**config.mk**
```make
export PLATFORM = sky130hd
export DESIGN_NAME = instruction_fetch
export DESIGN_NICKNAME = d
export VERILOG_FILES = /design/src/rtl/instruction_fetch.sv
export SDC_FILE = /design/constraint.sdc
export NUM_CORES = 1
export LEC_CHECK = 0
export CORE_ASPECT_RATIO = 1.25
export CORE_MARGIN = 10
export CORE_UTILIZATION = 42
export CTS_CLUSTER_DIAMETER = 120
export DETAILED_ROUTE_END_ITERATION = 10
export PLACE_DENSITY = 0.87
export SETUP_SLACK_MARGIN = 0.15
export SLEW_MARGIN = 15
export SYNTH_ARGS = -nofsm -noshare
export SYNTH_HDL_FRONTEND = slang
export SYNTH_SLANG_ARGS = --single-unit
```
**constraint.sdc**
```tcl
create_clock -name CLK -period 2.6 [get_ports CLK]
set_clock_uncertainty 0.1 [all_clocks]
set_input_delay 0.52 -clock CLK [delete_from_list [all_inputs] [get_ports CLK]]
set_output_delay 0.52 -clock CLK [all_outputs]
set_load 0.1 [all_outputs]
```
**src/rtl/instruction_fetch.sv**
```systemverilog
// -----------------------------------------------------------------------------
// instruction_fetch
//
// Single-stage instruction fetch unit with a valid/ready output stage.
// A START pulse leaves IDLE and begins fetching sequential words from
// BOOT_ADDR out of an asynchronous (combinational-read) instruction memory.
// Each fetched word is registered into the output stage together with its
// byte PC and is held there while decode back-pressures. Aligned redirects
// flush the output stage and restart fetching at the target. A misaligned
// redirect parks the unit in ERROR with a sticky FETCH_ERR until RESET.
//
// Ports:
//   CLK, RESET            clock, synchronous active-high reset
//   START                 one-cycle pulse: IDLE -> FETCH at BOOT_ADDR
//   READ_EN, INS_ADDRESS  instruction memory read enable / word address
//   INSTRUCTION           same-cycle read data from instruction memory
//   IF_VALID, IF_READY    output stage handshake towards decode
//   IF_INSTR, IF_PC       held instruction and its byte address
//   REDIRECT_EN/_PC       branch/jump redirect request and byte target
//   FETCH_ERR             sticky misaligned-redirect error
//   FETCH_COUNT           completed decode transfers
//
// Optional feature: define FETCH_COUNT_EN to build the transfer counter;
// otherwise FETCH_COUNT is tied to zero.
// -----------------------------------------------------------------------------
module instruction_fetch #(
  parameter int unsigned TAM_POSICIONES = 1024,
  parameter int unsigned TAM_PALABRA    = 32,
  parameter int unsigned BOOT_ADDR      = 0,
  localparam int unsigned AW = $clog2(TAM_POSICIONES),
  localparam int unsigned PW = AW + 2
) (
  input  logic                   CLK,
  input  logic                   RESET,
  input  logic                   START,
  output logic                   READ_EN,
  output logic [AW-1:0]          INS_ADDRESS,
  input  logic [TAM_PALABRA-1:0] INSTRUCTION,
  output logic                   IF_VALID,
  input  logic                   IF_READY,
  output logic [TAM_PALABRA-1:0] IF_INSTR,
  output logic [PW-1:0]          IF_PC,
  input  logic                   REDIRECT_EN,
  input  logic [PW-1:0]          REDIRECT_PC,
  output logic                   FETCH_ERR,
  output logic [31:0]            FETCH_COUNT
);

  localparam logic [PW-1:0] BOOT_PC = PW'(BOOT_ADDR);
  localparam logic [PW-1:0] PC_STEP = PW'(3'd4);

  typedef enum logic [1:0] {
    IDLE  = 2'd0,
    FETCH = 2'd1,
    ERROR = 2'd2
  } state_t;

  state_t                 state_r;
  state_t                 state_s;
  logic [PW-1:0]          pc_r;
  logic                   if_valid_r;
  logic [TAM_PALABRA-1:0] if_instr_r;
  logic [PW-1:0]          if_pc_r;
  logic                   fetch_err_r;

  logic                   start_s;     // IDLE accepting START
  logic                   load_s;      // output stage captures INSTRUCTION
  logic                   redirect_s;  // aligned redirect accepted
  logic                   misalign_s;  // misaligned redirect -> ERROR

  // State register
  always_ff @(posedge CLK) begin
    if (RESET) begin
      state_r <= IDLE;
    end else begin
      state_r <= state_s;
    end
  end

  // Next-state and per-cycle control decode
  always_comb begin
    state_s    = state_r;
    start_s    = 1'b0;
    load_s     = 1'b0;
    redirect_s = 1'b0;
    misalign_s = 1'b0;
    case (state_r)
      IDLE: begin
        if (START) begin
          start_s = 1'b1;
          state_s = FETCH;
        end else begin
          state_s = IDLE;
        end
      end
      FETCH: begin
        // A redirect always wins over a load: the word at the old PC is
        // stale once the stream has been redirected.
        if (REDIRECT_EN) begin
          if (REDIRECT_PC[1:0] != 2'b00) begin
            misalign_s = 1'b1;
            state_s    = ERROR;
          end else begin
            redirect_s = 1'b1;
            state_s    = FETCH;
          end
        end else if (!if_valid_r || IF_READY) begin
          load_s  = 1'b1;
          state_s = FETCH;
        end else begin
          state_s = FETCH;
        end
      end
      ERROR: begin
        state_s = ERROR;
      end
      default: begin
        state_s = IDLE;
      end
    endcase
  end

  // PC, output stage and sticky error flag
  always_ff @(posedge CLK) begin
    if (RESET) begin
      pc_r        <= BOOT_PC;
      if_valid_r  <= 1'b0;
      if_instr_r  <= '0;
      if_pc_r     <= '0;
      fetch_err_r <= 1'b0;
    end else begin
      if (start_s) begin
        pc_r <= BOOT_PC;
      end else if (redirect_s) begin
        pc_r <= REDIRECT_PC;
      end else if (load_s) begin
        // Natural PW-bit overflow gives the wrap back to byte address 0.
        pc_r <= pc_r + PC_STEP;
      end else begin
        pc_r <= pc_r;
      end

      if (load_s) begin
        if_instr_r <= INSTRUCTION;
        if_pc_r    <= pc_r;
        if_valid_r <= 1'b1;
      end else if (redirect_s || misalign_s) begin
        // A transfer coinciding with the redirect has already completed
        // this edge; only the valid bit is dropped, data is left as is.
        if_valid_r <= 1'b0;
      end else begin
        if_valid_r <= if_valid_r;
      end

      if (misalign_s) begin
        fetch_err_r <= 1'b1;
      end else begin
        fetch_err_r <= fetch_err_r;
      end
    end
  end

`ifdef FETCH_COUNT_EN
  logic [31:0] fetch_count_r;
  logic        xfer_s;

  assign xfer_s = if_valid_r & IF_READY;

  // Completed decode transfers, wrapping modulo 2^32
  always_ff @(posedge CLK) begin
    if (RESET) begin
      fetch_count_r <= 32'd0;
    end else if (xfer_s) begin
      fetch_count_r <= fetch_count_r + 32'd1;
    end else begin
      fetch_count_r <= fetch_count_r;
    end
  end

  assign FETCH_COUNT = fetch_count_r;
`else
  assign FETCH_COUNT = 32'd0;
`endif

  // Memory address tracks the PC even when no read is requested.
  assign INS_ADDRESS = pc_r[PW-1:2];
  assign READ_EN     = load_s;
  assign IF_VALID    = if_valid_r;
  assign IF_INSTR    = if_instr_r;
  assign IF_PC       = if_pc_r;
  assign FETCH_ERR   = fetch_err_r;

endmodule

```
# [Word level (Yosys, flattened, before mapping)]
# Index checks and enable logic that the tools add are counted.
[classes] addsub=1 reduce_logical=8 eq_ne=2 muxes=19
[op_table] op="two-way mux 12 bit" count=2
[op_table] op="two-way mux 1 bit" count=14
[op_table] op="adder 12 x 3 -> 12 bit, second input constant" count=1
[op_table] op="case mux 2 bit (3 select lines)" count=1
[op_table] op="nonzero test 2 bit" count=3
[op_table] op="two-way mux 2 bit" count=2
[op_table] op="== test 2 x 1 -> 1 bit, second input constant" count=1
[op_table] op="== test 2 bit, second input constant" count=1
[op_table] op="zero test 2 bit" count=1
[op_table] op="logical OR 1 bit" count=2
[op_table] op="OR reduction 2 bit" count=1
[op_table] op="zero test 1 bit" count=1
[word_totals] input_bits=49 reg_bits=60 word_cells=36 out_inout_bits=89

# [Longest topological paths before layout]
# Gate-level depths: netlist (run 1).
[depth] ltp_word=7 depth_mapped=8 mapped_depth_nobuf=6

# [Worst setup path after synthesis (run 1)]
# No wires, ideal clock.
[synth_timing] path_kind="register to output" from="reg if_valid_r (netlist: IF_VALID)" to="out READ_EN" stages_incl_launch_ff=6 path_slack_ns=0.219 t_required_ns=1.980 n_path_buf=2 t_arrival_ns=1.761 cell_sequence="dfxtp_1 > nor2b_1 > or3_1 > buf_6 > inv_6 > buf_4"
[synth_between] elab_chain_cells=5
[synth_rtl] element="from (decl)" line="61" text="logic if_valid_r;"
[synth_rtl] element="from (signal assigned)" line="152" text="if_valid_r <= if_valid_r;"
[synth_rtl] element="zero test 1 bit" line="107" text="end else if (!if_valid_r || IF_READY) begin"
[synth_rtl] element="logical OR 1 bit" line="107"
[synth_rtl] element="two-way mux 1 bit" line="107"
[synth_rtl] element="two-way mux 1 bit" line="99" text="if (REDIRECT_EN) begin"
[synth_rtl] element="two-way mux 1 bit" line="87" text="case (state_r)"
[synth_rtl] element="to (decl)" line="36" text="output logic READ_EN,"
# No other way between the ends.

# [Worst setup path in the final report (run 1)]
[layout_timing] from="in IF_READY" to="out READ_EN"
[layout_between] elab_chain_cells=4
[layout_rtl] element="from (decl)" line="40" text="input logic IF_READY,"
[layout_rtl] element="logical OR 1 bit" line="107"
[layout_rtl] element="two-way mux 1 bit" line="107"
[layout_rtl] element="two-way mux 1 bit" line="99"
[layout_rtl] element="two-way mux 1 bit" line="87"
# No other way between the ends.

==> run metrics, run 1 <==
outcome finished clean; Total Neg Setup Slack 0 ns; Top FF cell, synth dfxtp_1; Leak 1.433 nW; Yosys Warn Count 0; CTS Buffer Depth 2; ys async rst share 0%; Post-synth EDFFs 0; Die ar. 0.009746 mm2; RSZ-0062 raised after global routing no; final hold violation count 0; net switching power 0.8572 mW; critical path fanouts, max 3; Reg2Reg Capture Point pc_r[10]; Hold WS 0.3487 ns; slowest cell delay on critical path 0.46 ns; Gate Count Post-Synth 318; Slowest cell on crit path clkdlybuf4s50_1; via count 2226; Die Ht 107.9 um; Routability Congestion 0.7907; DR DRC count 0; ANT cells 0; Critical R2R Launch state_r[0]; WHS Path Cells 2; Worst Setup Start Kind input port; Starting Density 44.04%; Max Freq 438.9 MHz; critical path endpoint category primary output; PD cells 649.5 mW/mm2; flops & latches, synth 60; post-synthesis cell area 0.002596 mm2; Ports 138; first-pass GRT wire length 11160 um; final worst path period share 87.63%; CTS sink count 60; post-synth top area share 46.27%; WL final 7031 um; internal cell power 1.424 mW; cell taking the most area after synthesis dfxtp_1; Worst Slack Setup Final 0.3216 ns; Final ANT Viol Nets 0; clock-pin slew on the worst setup and hold paths 0.06 ns; htree depth 3; vias in the first global route 2207; Avg WL per Cell 14.09 um; largest net degree at the start of global routing 49; core area 0.005896 mm2; Slew Viols, Final 0; Final HPWL DP 5464 um; Crit path required time 1.98 ns; GRT Util Overall 14.17%; top cells by area, synth dfxtp_1, nand2_1, buf_4; CTS root buffer clkbuf_8; row count 31; setup repair bufs after CTS 0; Power Total 2.281 mW; Post-Place Worst Slack 0.1657 ns; drt first pass iters 6; VDD IR max 0.0003406 V; Crit Path Class input port to primary output; Net Sw Frac 37.57%; Final Util 59.57%; clock share of power 28.9%; crit-path cells clkdlybuf4s50_1, nor2b_1, or3_4, inv_6, buf_12; number of I/O port buffers 105; top cell family by delay on the critical path buffers and inverters; Synth Area per Inst 8.164 um2; initial antenna violation count 0; Final nets 463; hold worst-path end FETCH_ERR; CTS tree yes; hold buffer count at CTS 0; R2R cell count 4; normalized max-slew margin 59.42%; Final Setup Violations 0; share of layout cells above drive strength 1 20.62%; grt ovf 0; min-delay src FETCH_ERR; Comb pwr share 28.5%; sequential share of power 42.6%; Syn-to-layout area delta 35.28%; Seq/Total Area, Yosys 46.27%; WP data arrival 1.66 ns; post-CTS sizing 0; Cell variety after synth 32; Vias/cell 4.461; reg2reg setup slack 0.71 ns; Final Critical Period 2.278 ns; Starting DRT DRC Count 75; max_cap viols 0; Worst Tran Pin Value 0.6070 ns; Worst-Skew Late Latency 0.32 ns; die width 90.32 um; Worst Path Buf+Inv 3; worst hold path type flop to flop; Num CTS Buffers 9
## metrics by stage
step	area, um2	cells
finish	3512	499
global route	3512	499
CTS	3508	499
detailed placement	3358	484
floorplan	2713	349
global placement	3358	484
## synth_stat cells (all sizes together) (2+ instances only)
library cell and number:
nor2b 2, inv 2, nor3 3, nand3 4
o21ai 10, dfxtp 60, and3 3, nor2 5
clkbuf 12, nand2b 2, nand4 2, buf 48
a21oi 55, a211oi 2, xnor2 2, nand2 91
xor2 6
## routing by layer
| metal | vias to the layer above | part of all wire [%] | track usage [%] |
|---|---|---|---|
| li1 | 1152 | - | - |
| met1 | 985 | 41 | 14.95 |
| met2 | 80 | 51 | 24.90 |
| met3 | 9 | 5.7 | 5.443 |
| met4 | 0 | 1.8 | 6.036 |
| met5 | - | 0 | 0 |
## sequential cells by signal (all words and copies together) (netlist names)
register	count
IF_PC	12
pc_r	12
IF_VALID	1
state_r	2
IF_INSTR	32
FETCH_ERR	1
## worst max-delay path by stage
stage / endpoint / start / cells past startpoint / slack [ns]
floorplan: READ_EN / IF_VALID / 5 / 0.22
global placement: pc_r[2] / REDIRECT_EN / 6 / 0.20
detailed placement: pc_r[2] / IF_READY / 7 / 0.17
CTS: READ_EN / IF_READY / 5 / 0.19
global route: READ_EN / IF_READY / 5 / 0.27
finish: READ_EN / IF_READY / 5 / 0.32
## cell type report
cell class / count / area [um2]
fillers: 549 / 2384
flip-flops and latches: 60 / 1201
multi-input cells: 227 / 1070
repair buffers: 113 / 975.9
clock buffers: 12 / 135.1
well taps: 82 / 102.6
clock inverters: 3 / 15.01
inverters: 2 / 12.51
## power groups by stage
stage | logic [mW] | clock network [mW] | registers, mW
after floorplan | 0.380 | 0 | 1.16
after global placement | 0.646 | 0 | 0.990
after detailed placement | 0.650 | 0 | 0.992
after CTS | 0.651 | 0.680 | 0.971
after global routing | 0.677 | 0.727 | 0.975
final | 0.651 | 0.659 | 0.971
## worst min-delay path, stage by stage (launching register included)
cell	delay [ns]
dfxtp_1	0.31
inv_1	0.05
a21oi_1	0.05
## cell usage in the layout (no fill, tap or decap), types with 2 or more instances in the layout
cell type / n
a211oi_1: 2
clkbuf_8: 9
buf_4: 64
dfxtp_1: 60
a21oi_2: 5
a21oi_1: 50
o21ai_0: 10
nor2b_1: 2
nor3_1: 3
clkdlybuf4s50_1: 47
clkinv_2: 3
nand3_1: 4
clkbuf_1: 3
nand2_1: 91
xnor2_1: 2
and3_1: 3
nor2_1: 5
xor2_1: 6
nand4_1: 2
conb_1: 32
nand2b_1: 2
## cells by family (layout without fill, tap and decap cells)
kind of cell | count (synthesis) | after routing | share of synthesized area, %
compound gates | 69 | 69 | 14.41
xor+xnor | 8 | 8 | 2.699
fa+ha+maj | 1 | 1 | 0.4819
buf+inv | 62 | 130 | 17.20
flops | 60 | 60 | 46.26
other cells | 1 | 32 | 0.1444
simple gates | 117 | 117 | 18.80
Note: power is estimated with default switching activity, not from simulation.
==> run 2, diff against run 1 <==
GPL_TIMING_DRIVEN = 0   (was not set)
==> run 2 against run 1 <==
Sequential share of layout area is 5.6 points lower. Global-route usage increased by 1.5 points. Fmax is 5.1% lower. Power rose by 14%. Design area increased by 20%.
==> run metrics, run 2 (synthesis results as in run 1) <==
number of I/O port buffers 105 (unchanged); core area 0.005896 mm2 (unchanged); top cell family by delay on the critical path buffers and inverters; max_cap viols 0 (unchanged); VDD IR max 0.0004117 V (+21%); Starting DRT DRC Count 78 (+4.0%); Avg WL per Cell 14.21 um (+0.84%); CTS tree yes; Slowest cell on crit path dlygate4sd2_1; Reg2Reg Capture Point pc_r[8]; outcome finished clean; Max Freq 416.4 MHz (-5.1%); die width 90.32 um (unchanged); drt first pass iters 5 (-1); footprint of the multi-input gates 0.001067 mm2 (-0.23%); GRT Util Overall 15.69% (+1.5 points); clock-pin slew on the worst setup and hold paths 0.07 ns (about the same); commonest non-fill, non-tap cell in the layout nand2_1; reg2reg setup slack 0.66 ns (-0.05 ns); final worst path period share 92.36% (+4.7 points); WHS Path Cells 2 (unchanged); PD cells 618.4 mW/mm2 (-4.8%); hold worst-path end FETCH_ERR; Die Ht 107.9 um (unchanged); Syn-to-layout area delta 61.98%; Routability Congestion 0.7856 (-0.64%); Ports 138 (unchanged); R2R cell count 6 (+2); first-pass GRT wire length 12330 um (+10%); Worst Slack Setup Final 0.1987 ns (-0.1229 ns); share of layout cells above drive strength 1 16.95% (-3.7 points); Worst Setup Start Kind flop; min-delay src FETCH_ERR; register area 0.001201 mm2 (unchanged); normalized max-slew margin 33.21% (-26 points); Starting Density 44.04% (unchanged); DR DRC count 0 (unchanged); Power Total 2.601 mW (+14%); Die ar. 0.009746 mm2 (unchanged); CTS Buffer Depth 2 (unchanged); WL final 7957 um (+13%); Final ANT Viol Nets 0 (unchanged); ANT cells 0 (unchanged); Worst Path Buf+Inv 2 (-1); most frequent cells in the layout nand2_1, dfxtp_1, a21oi_1, buf_4, clkdlybuf4s50_1; grt ovf 0 (unchanged); RSZ-0062 raised after global routing no; max FFs per register 32 (unchanged); initial antenna violation count 0 (unchanged); Crit Path Class flop to primary output; Total Neg Setup Slack 0 ns (unchanged); htree depth 3 (unchanged); Final Critical Period 2.401 ns (+0.1229 ns); Final Setup Violations 0 (unchanged); Vias/cell 4.438 (-0.53%); CTS sink count 60 (unchanged); hold buffer count at CTS 0 (unchanged); Crit path required time 1.98 ns (about the same); Critical R2R Launch pc_r[2]; Worst-Skew Late Latency 0.34 ns (+0.02 ns); critical path endpoint category primary output; Post-Place Worst Slack -1.057 ns (-1.223 ns); Worst Tran Pin Value 1.006 ns (+0.3988 ns); row count 31 (unchanged); critical path fanouts, max 6 (+3); worst hold path type flop to flop; Num CTS Buffers 9 (unchanged); Final HPWL DP 6044 um (+11%); WP data arrival 1.78 ns (+0.12 ns); largest net degree at the start of global routing 11 (-78%); Fillers 489 (-11%); slowest cell delay on critical path 0.84 ns (+0.38 ns); vias in the first global route 2479 (+12%); CTS root buffer clkbuf_8; Leak 2.275 nW (+59%); final hold violation count 0 (unchanged); via count 2485 (+12%); crit-path cells buf_4, dlygate4sd2_1; Final nets 523 (+13%); Slew Viols, Final 0 (unchanged)
-- run 2: changes by cell type in the layout (fill, tap and decap cells not counted), sizes merged --
cell,delta
dlymetal6s2s,+29
bufinv,+1
clkinv,-2
buf,-9
clkbuf,+13
clkdlybuf4s50,-1
clkdlybuf4s15,+1
clkinvlp,+1
dlygate4sd2,+28
-- run 2: timing repair --
item | 4_1_cts | 5_1_grt
setup endpoints to repair | 29 | 30
pin swaps | 0 | 1
gates resized for setup | 40 | 31
hold endpoints to repair | 0 | 0
setup buffers | 0 | 8
-- run 2: per-layer routing --
layer  wire length [um]  GRT usage, %  up-vias  share of wire (%)
li1                   -             -     1277                  -
met1               3148         16.68     1105                 40
met2               4137         28.01       92                 52
met3                552         5.862       11                6.9
met4                118         5.581        0                1.5
met5                  0             0        -                  0
-- run 2: layout make-up --
cell class              count  share of cell area [%]
multi-input cells         227                   25.38
clock buffers              13                   4.255
flip-flops and latches     60                   28.56
clock inverters             3                   1.012
inverters                   2                  0.2975
repair buffers            113                   27.55
well taps                  82                   2.440
plain buffers              60                   10.50
-- run 2: how the worst max path moves through the flow --
stage	startpoint	endpoint	cells after the start
3_5_place_dp	REDIRECT_EN	READ_EN	6
6_report	pc_r[6]	INS_ADDRESS[4]	2
2_1_floorplan	IF_VALID	READ_EN	5
5_1_grt	pc_r[5]	INS_ADDRESS[3]	2
3_3_place_gp	REDIRECT_EN	READ_EN	6
4_1_cts	IF_READY	READ_EN	7
-- run 2: metrics by stage --
| stage | util [%] | instance area [um2] | cells | hold slack [ns] |
|---|---|---|---|---|
| global route | 71.33 | 4205 | 560 | 0.3722 |
| finish | 71.33 | 4205 | 560 | 0.3457 |
| global placement | 65.58 | 3866 | 536 | 0.3350 |
| detailed placement | 65.58 | 3866 | 536 | 0.3437 |
| floorplan | - | 2713 | 349 | 0.3366 |
| CTS | 69.02 | 4069 | 552 | 0.3515 |
-- run 2: tightest hold or removal path, cell delays in order, from the launching register on --
cell	delay, ns
dfxtp_1	0.31
inv_1	0.05
a21oi_1	0.05
-- run 2: power by group --
| part | switching [mW] | internal, mW |
|---|---|---|
| Sequential | 0.0190 | 0.950 |
| Clock | 0.359 | 0.545 |
| Combinational | 0.532 | 0.195 |
